===== config.mk =====
export PLATFORM = sky130hd
export DESIGN_NAME = debounce_bank
export DESIGN_NICKNAME = d
export VERILOG_FILES = /design/src/rtl/debounce_bank_pkg.sv /design/src/rtl/debounce_channel.sv /design/src/rtl/debounce_bank.sv
export SDC_FILE = /design/constraint.sdc
export NUM_CORES = 1
export LEC_CHECK = 0
export ABC_AREA = 1
export CAP_MARGIN = 5
export CORE_ASPECT_RATIO = 0.75
export CORE_MARGIN = 1
export CORE_UTILIZATION = 55
export DETAILED_ROUTE_END_ITERATION = 10
export GPL_TIMING_DRIVEN = 0
export HOLD_SLACK_MARGIN = 0.05
export PLACE_DENSITY = 0.76
export SYNTH_ARGS = -nofsm -noshare
export SYNTH_HDL_FRONTEND = slang
export SYNTH_SLANG_ARGS = --single-unit

===== constraint.sdc =====
create_clock -name clk -period 1.9 [get_ports clk]
set_input_delay 0.475 -clock clk [delete_from_list [all_inputs] [get_ports clk]]
set_output_delay 0.475 -clock clk [all_outputs]
set_load 0.05 [all_outputs]

===== src/rtl/debounce_bank_pkg.sv =====
// Shared game-timing defaults and types for the button conditioning path.
package debounce_bank_pkg;

  localparam int unsigned DB_PERIOD       = 5;
  localparam int unsigned DB_REPEAT_DELAY = 20;
  localparam int unsigned DB_REPEAT_RATE  = 8;

  typedef enum logic [1:0] {
    RPT_IDLE  = 2'd0,
    RPT_DELAY = 2'd1,
    RPT_RATE  = 2'd2
  } rpt_state_e;

endpackage


===== src/rtl/debounce_channel.sv =====
// One button channel: 2-flop synchroniser, debounce counter, press/release
// strobes and the auto-repeat FSM.
module debounce_channel
  import debounce_bank_pkg::*;
#(
  parameter int unsigned PERIOD       = DB_PERIOD,
  parameter int unsigned PERIOD_W     = 5,
  parameter int unsigned REPEAT_DELAY = DB_REPEAT_DELAY,
  parameter int unsigned REPEAT_RATE  = DB_REPEAT_RATE,
  parameter int unsigned REPEAT_W     = 8
) (
  input  logic clk,
  input  logic rst_n,
  input  logic button,
  input  logic repeat_en,
  output logic btn_db,
  output logic btn_press,
  output logic btn_release,
  output logic btn_repeat
);

  logic                s0;
  logic                s1;
  logic [PERIOD_W-1:0] cnt;
  logic [REPEAT_W-1:0] rcnt;
  rpt_state_e          state;
  logic                flip;
  logic                rise;
  logic                fall;

  // The debounced level flips on the edge where the counter has seen
  // PERIOD consecutive disagreeing samples; strobes share that edge.
  always_comb begin
    flip = (s1 != btn_db) && (cnt == PERIOD_W'(PERIOD - 1));
    rise = flip && s1;
    fall = flip && !s1;
  end

  always_ff @(posedge clk or negedge rst_n) begin
    if (!rst_n) begin
      s0          <= 1'b0;
      s1          <= 1'b0;
      cnt         <= '0;
      btn_db      <= 1'b0;
      btn_press   <= 1'b0;
      btn_release <= 1'b0;
    end else begin
      s0          <= button;
      s1          <= s0;
      btn_press   <= rise;
      btn_release <= fall;
      if (s1 == btn_db) begin
        cnt <= '0;
      end else if (flip) begin
        btn_db <= s1;
        cnt    <= '0;
      end else begin
        cnt <= cnt + 1'b1;
      end
    end
  end

  // Non-IDLE states only exist while btn_db is high, so the press/release
  // updates take priority over the per-state counting.
  always_ff @(posedge clk or negedge rst_n) begin
    if (!rst_n) begin
      state      <= RPT_IDLE;
      rcnt       <= '0;
      btn_repeat <= 1'b0;
    end else begin
      btn_repeat <= 1'b0;
      if (rise) begin
        state      <= RPT_DELAY;
        rcnt       <= '0;
        btn_repeat <= 1'b1;
      end else if (fall) begin
        state <= RPT_IDLE;
        rcnt  <= '0;
      end else begin
        unique case (state)
          RPT_IDLE: begin
            rcnt <= '0;
          end
          RPT_DELAY: begin
            if (!repeat_en) begin
              rcnt <= '0;
            end else if (rcnt == REPEAT_W'(REPEAT_DELAY - 1)) begin
              state      <= RPT_RATE;
              rcnt       <= '0;
              btn_repeat <= 1'b1;
            end else begin
              rcnt <= rcnt + 1'b1;
            end
          end
          RPT_RATE: begin
            if (!repeat_en) begin
              state <= RPT_DELAY;
              rcnt  <= '0;
            end else if (rcnt == REPEAT_W'(REPEAT_RATE - 1)) begin
              rcnt       <= '0;
              btn_repeat <= 1'b1;
            end else begin
              rcnt <= rcnt + 1'b1;
            end
          end
          default: begin
            state <= RPT_IDLE;
            rcnt  <= '0;
          end
        endcase
      end
    end
  end

endmodule


===== src/rtl/debounce_bank.sv =====
// Multi-channel button conditioner: one independent debounce_channel per
// button bit, sharing clock and reset.
module debounce_bank
  import debounce_bank_pkg::*;
#(
  parameter int unsigned CHANNELS     = 5,
  parameter int unsigned PERIOD       = DB_PERIOD,
  parameter int unsigned PERIOD_W     = 5,
  parameter int unsigned REPEAT_DELAY = DB_REPEAT_DELAY,
  parameter int unsigned REPEAT_RATE  = DB_REPEAT_RATE,
  parameter int unsigned REPEAT_W     = 8
) (
  input  logic                clk,
  input  logic                rst_n,
  input  logic [CHANNELS-1:0] button,
  input  logic [CHANNELS-1:0] repeat_en,
  output logic [CHANNELS-1:0] btn_db,
  output logic [CHANNELS-1:0] btn_press,
  output logic [CHANNELS-1:0] btn_release,
  output logic [CHANNELS-1:0] btn_repeat
);

  for (genvar g = 0; g < CHANNELS; g++) begin : g_ch
    debounce_channel #(
      .PERIOD      (PERIOD),
      .PERIOD_W    (PERIOD_W),
      .REPEAT_DELAY(REPEAT_DELAY),
      .REPEAT_RATE (REPEAT_RATE),
      .REPEAT_W    (REPEAT_W)
    ) u_ch (
      .clk        (clk),
      .rst_n      (rst_n),
      .button     (button[g]),
      .repeat_en  (repeat_en[g]),
      .btn_db     (btn_db[g]),
      .btn_press  (btn_press[g]),
      .btn_release(btn_release[g]),
      .btn_repeat (btn_repeat[g])
    );
  end

endmodule


==> flow_summary_export.csv, run 1 <==
group,metric,value,unit
worst_setup_path,r2r_cells,8,
run_status,status,"completed",
worst_setup_path,worstSetupEndpointType,"output pin",
clock_network,numClockSinks,105,
routing,dr.pass1.iters,4,
place,port_buffers,31,
worst_setup_path,cp_max_fo,4,
sta,tightest_slew,0.510,ns
power,peakVddDrop,0.553,mV
worst_setup_path,cp-startpoint,"g_ch[2].u_ch.btn_db$_DFFE_PN0P_",
worst_setup_path,rr_endpoint,"g_ch[3].u_ch.state[0]$_DFFE_PN0P_",
clock_network,holdBufCountCts,0,
worst_setup_path,cp-endpoint,"btn_db[2]",
synthesis,synth_top_area_frac,0.466,
routing,routed-via-count,4242,
routing,wl_per_cell,11.4,um
synthesis,avgSynthCellArea,8.32,um2
synthesis,synth_cells,678,
floorplanning,coreArea,0.00981,mm2
global_routing,grt_usage,0.206,
synthesis,synth_common_cells,"nand2_1, dfrtp_1, nor2_1",
sta,skew,0.00456,ns
worst_setup_path,worst-setup-path-type,"register to output pin",
synthesis,synth_area,0.00564,mm2
global_routing,antenna_found_initial,0,
floorplanning,start_util,0.575,
synthesis,yosysUniqueCellTypes,24,
sta,final_hold_viol_count,0,
clock_network,ctsRootBufferMaster,"clkbuf_16",
sta,slew_violations,0,
global_routing,grt_overflow,0,
routing,first_iter_violations,207,
sta,fin_tns_setup,0,ns
clock_network,cts_max_level,3,
worst_setup_path,crit_arrival,1.38,ns
synthesis,synth_area_leader_cell,"dfrtp_1",
worst_setup_path,cp_cell_sequence,"buf_4 > clkdlybuf4s15_1",
worst_setup_path,worstPathRequired,1.42,ns
layout,instances_no_fill,858,
place,dp_slack,0.0875,ns
routing,drcViolationCount,0,
place,gp_congestion,0.821,
sta,period_share,0.975,
layout,final_util,0.655,
synthesis,synthArstFlopShare,1.00,
global_routing,grt_pass1_vias,4194,
synthesis,synthTopCellsByArea,"dfrtp_1, nand2_1, ha_1",
clock_network,cts_buffer_depth,2,
routing,drtAntennaViolNets,0,
synthesis,yosysWarnings,0,
worst_setup_path,r2r_slack,0.35,ns
layout,antenna_cells,0,
hold_path,hp-class,"input pin to asynchronous set/reset pin",
worst_setup_path,crit_family,"buffers and inverters",
worst_setup_path,cp.depth,2,
floorplanning,io_pins,32,
sta,fin_ws,0.0467,ns
worst_setup_path,crit_buf_inv,2,
floorplanning,dieArea,0.0107,mm2
worst_setup_path,rr_startpoint,"g_ch[3].u_ch.state[0]$_DFFE_PN0P_",
layout,drive_gt1_frac,0.0799,
sta,max-slew-margin-rel,0.660,
clock_network,cts_buffers,9,
global_routing,grt_max_degree,69,
sta,fin_crit,1.85,ns
place,placedCellCount,842,
layout,nets,772,
floorplanning,die_w,119,um
synthesis,ys.flop_type,"dfrtp_1",
synthesis,synth_most_common_cell,"nand2_1",
sta,setup_viol,0,
floorplanning,rows,31,
clock_network,clkTransAtPathRegs,0.07,ns
synthesis,ys_ff_latch,105,
synthesis,synth_fp_nets,729,
place,dp_hpwl,7230,um
power,power.static_leakage,3.39,nW
power,cellPowerDensity,917,mW/mm2
layout,area_growth,13.9,%
routing,wirelength,9800,um
synthesis,synth-edff-count,0,
worst_setup_path,startpoint_type,"register",
floorplanning,die_y,89.7,um
job,drv_cap,0,
clock_network,cts_tree,"done",
synthesis,synth-seq-area-share,0.466,
worst_setup_path,cpPeakStageDelay,0.48,ns
clock_network,clk_latency,0.35,ns
sta,clock.fmax,540,MHz
sta,grt_setup_unrepaired,"false",
routing,vias_per_cell,4.94,
global_routing,grt_pass1_wl,17800,um
worst_setup_path,slowest_stage,"clkdlybuf4s15_1",
[layout make-up]
type                    instances  area (um2)
fillers                       787        3380
flip-flops and latches        105        2630
multi-input cells             455        2500
inverters                      98         368
repair buffers                 32         307
clock buffers                  11         233
well taps                     132         165
plain buffers                  20         150
clock inverters                 5        80.1
[sequential cells by signal, indices dropped and copies added, names as in the netlist]
register	flops
g_ch.u_ch.state	10
g_ch.u_ch.s1	5
g_ch.u_ch.rcnt	40
g_ch.u_ch.btn_db	5
g_ch.u_ch.cnt	25
g_ch.u_ch.btn_repeat	5
g_ch.u_ch.s0	5
g_ch.u_ch.btn_release	5
g_ch.u_ch.btn_press	5
[cell usage in the layout (no fill, tap or decap), types with 5 or more instances in the layout]
cell type,n
clkbuf_16,9
nor3_1,7
ha_1,39
or2_1,5
xnor2_1,12
xor2_1,30
nand2_2,9
dlygate4sd2_1,15
buf_4,23
inv_1,98
nor2_1,100
nand4_1,19
nand2_1,153
nand3_1,55
dfrtp_1,105
clkdlybuf4s50_1,10
[metal layers]
metal | track usage | part of all wire
met1 | 0.242 | 0.45
met2 | 0.369 | 0.51
met3 | 0.0546 | 0.027
met4 | 0.0622 | 0.012
met5 | 0 | 0
[where the power goes]
group	internal [mW]	switching, mW	total, mW	leakage (nW)
Clock	1.15	0.789	1.94	0.146
Sequential	2.44	0.220	2.66	1.43
Combinational	0.485	0.805	1.29	1.82
Total	4.08	1.81	5.89	3.39
[cells by family (layout without fill, tap and decap cells)]
kind of cell | count (synthesis) | after routing | share of synthesized area
flip-flops | 105 | 105 | 0.466
AND/OR/NAND/NOR | 363 | 363 | 0.280
XOR/XNOR | 42 | 42 | 0.0652
buffers and inverters | 118 | 166 | 0.0918
AO/OA/AOI/OAI | 11 | 11 | 0.0106
adder cells (fa/ha/maj) | 39 | 39 | 0.0865
[worst min path at each step]
stage                              startpoint                               to  slack (ns)  cells after the start
floorplan                               rst_n  g_ch[0].u_ch.btn_db$_DFFE_PN0P_        0.18                      0
CTS                                     rst_n   g_ch[1].u_ch.rcnt[6]$_DFF_PN0_        0.11                      1
detailed placement  g_ch[0].u_ch.s0$_DFF_PN0_        g_ch[0].u_ch.s1$_DFF_PN0_        0.34                      0
global placement    g_ch[3].u_ch.s0$_DFF_PN0_        g_ch[3].u_ch.s1$_DFF_PN0_        0.33                      0
finish                                  rst_n   g_ch[1].u_ch.rcnt[6]$_DFF_PN0_        0.09                      1
global route                            rst_n   g_ch[1].u_ch.rcnt[2]$_DFF_PN0_        0.13                      1
[metrics by stage]
stage                     hold slack (ns)  total power [mW]  area, um2
after CTS                           0.108              5.98       6430
after floorplan                     0.179              3.64       5640
after global routing                0.133              6.24       6430
after detailed placement            0.337              4.04       6140
after global placement              0.333              3.95       6120
final                              0.0911              5.89       6430
[repair_timing]
item	4_1_cts	5_1_grt
gates resized for setup	21	6
setup buffers	0	0
setup endpoints to repair	20	4
endpoints found under the hold margin	0	0
Note: power is estimated with default switching activity, not from simulation.
==> run 2: changes to the inputs <==
clock period = 1.84 ns   (was 1.9 ns; I/O delays follow)
==> flow_summary_export.csv, run 2 (synthesized netlist as in run 1, its figures left out) <==
group,metric,value,unit
clock_network,cts_buffer_depth,2,
global_routing,antenna_found_initial,0,
routing,vias_per_cell,4.94,
place,dp_hpwl,7230,um
worst_setup_path,worst-setup-path-type,"register to output pin",
floorplanning,die_y,89.7,um
place,gp_congestion,0.821,
worst_setup_path,worstSetupEndpointType,"output pin",
routing,wirelength,9820,um
layout,layout_common_cells,"nand2_1, dfrtp_1, nor2_1",
clock_network,ctsRootBufferMaster,"clkbuf_16",
place,port_buffers,31,
worst_setup_path,cp_max_fo,1,
sta,fin_crit,1.75,ns
worst_setup_path,rr_startpoint,"g_ch[3].u_ch.state[0]$_DFFE_PN0P_",
worst_setup_path,startpoint_type,"register",
sta,final_hold_viol_count,0,
layout,top_regs,"g_ch.u_ch.rcnt (40), g_ch.u_ch.cnt (25), g_ch.u_ch.state (10)",
hold_path,hp-class,"input pin to asynchronous set/reset pin",
layout,largest_register_ffs,40,
clock_network,holdBufCountCts,0,
floorplanning,die_w,119,um
sta,clock.fmax,572,MHz
layout,drive_gt1_frac,0.0826,
global_routing,grt_usage,0.206,
sta,period_share,0.951,
global_routing,grt_overflow,0,
run_status,status,"completed",
floorplanning,coreArea,0.00981,mm2
layout,final_common_cell,"nand2_1",
layout,fillers,783,
floorplanning,dieArea,0.0107,mm2
layout,top_register,"g_ch.u_ch.rcnt",
layout,nets,772,
sta,tightest_slew,0.510,ns
clock_network,clk_latency,0.35,ns
clock_network,cts_setup_buffers,0,
layout,seqCellArea,0.00263,mm2
routing,drtAntennaViolNets,0,
clock_network,cts_buffers,9,
global_routing,grt_max_degree,69,
layout,antenna_cells,0,
floorplanning,start_util,0.575,
layout,instances_no_fill,858,
place,placedCellCount,842,
layout,final_util,0.656,
clock_network,clkTransAtPathRegs,0.06,ns
clock_network,cts_tree,"done",
routing,first_iter_violations,208,
sta,holdWs,0.0733,ns
clock_network,numClockSinks,105,
sta,grt_setup_unrepaired,"false",
sta,setup_viol,0,
clock_network,cts_max_level,3,
worst_setup_path,cp-startpoint,"g_ch[1].u_ch.btn_press$_DFF_PN0_",
sta,fin_tns_setup,0,ns
power,cellPowerDensity,947,mW/mm2
worst_setup_path,crit_arrival,1.29,ns
sta,slew_violations,0,
sta,max-slew-margin-rel,0.660,
layout,area_growth,14.1,%
power,power.static_leakage,3.39,nW
power,peakVddDrop,0.571,mV
routing,drcViolationCount,0,
worst_setup_path,worstPathRequired,1.38,ns
layout,multi_input_area,0.00250,mm2
floorplanning,io_pins,32,
routing,routed-via-count,4240,
floorplanning,rows,31,
routing,dr.pass1.iters,4,
global_routing,grt_pass1_wl,17700,um
global_routing,grt_pass1_vias,4186,
routing,wl_per_cell,11.4,um
worst_setup_path,r2r_cells,8,
sta,skew,0.00452,ns
job,drv_cap,0,
## run 2: changes by cell type in the layout (fill, tap and decap cells not counted)
cell / before / now
clkdlybuf4s15_2: 0 / 4
clkbuf_2: 1 / 0
clkdlybuf4s15_1: 2 / 0
buf_4: 23 / 22
## run 2: power breakdown
| group | leakage, nW | internal (mW) | switching [mW] |
|---|---|---|---|
| clock network | 0.146 | 1.19 | 0.816 |
| logic | 1.82 | 0.512 | 0.831 |
| registers | 1.43 | 2.52 | 0.227 |
| total | 3.39 | 4.22 | 1.87 |
## run 2: per-stage QoR
step | instance area (um2) | setup slack (ns) | power, mW
2_1_floorplan | 5640 | 0.528 | 3.76
3_3_place_gp | 6120 | -3.60 | 4.08
3_5_place_dp | 6140 | 0.0425 | 4.17
4_1_cts | 6440 | 0.0725 | 6.19
5_1_grt | 6440 | 0.0367 | 6.45
6_report | 6440 | 0.0905 | 6.10
## run 2: critical path: stages, from the launching register on
cell,delay (ns)
dfrtp_1,0.33
buf_4,0.09
dlygate4sd2_1,0.51
## run 2: layout make-up
cell class,count,share of cell area
inverters,98,0.0571
clock inverters,5,0.0124
multi-input cells,455,0.388
plain buffers,20,0.0233
well taps,132,0.0256
flip-flops and latches,105,0.408
repair buffers,32,0.0495
clock buffers,11,0.0361
## run 2: routing by layer
metal | track usage | vias up | part of all wire
met5 | 0 | - | 0
met4 | 0.0622 | 0 | 0.012
met3 | 0.0546 | 8 | 0.029
met2 | 0.368 | 42 | 0.51
met1 | 0.242 | 2032 | 0.45
li1 | - | 2158 | -
## run 2: repair_timing
action,CTS,global route
setup endpoints to repair,20,0
resized for setup,29,0
hold endpoints to repair,0,0
## run 2: path summary, 6_finish.rpt
| kind | slack, ns | end |
|---|---|---|
| worst max-delay path | 0.09 | btn_press[1] |
| worst min-delay path | 0.07 | g_ch[1].u_ch.rcnt[6]$_DFF_PN0_ |
| worst max register to register | 0.29 | g_ch[3].u_ch.state[0]$_DFFE_PN0P_ |
| worst min register to register | 0.35 | g_ch[0].u_ch.s1$_DFF_PN0_ |
| max in group asynchronous | 1.09 | g_ch[2].u_ch.rcnt[7]$_DFF_PN0_ |
| min in group clk | 0.35 | g_ch[0].u_ch.s1$_DFF_PN0_ |
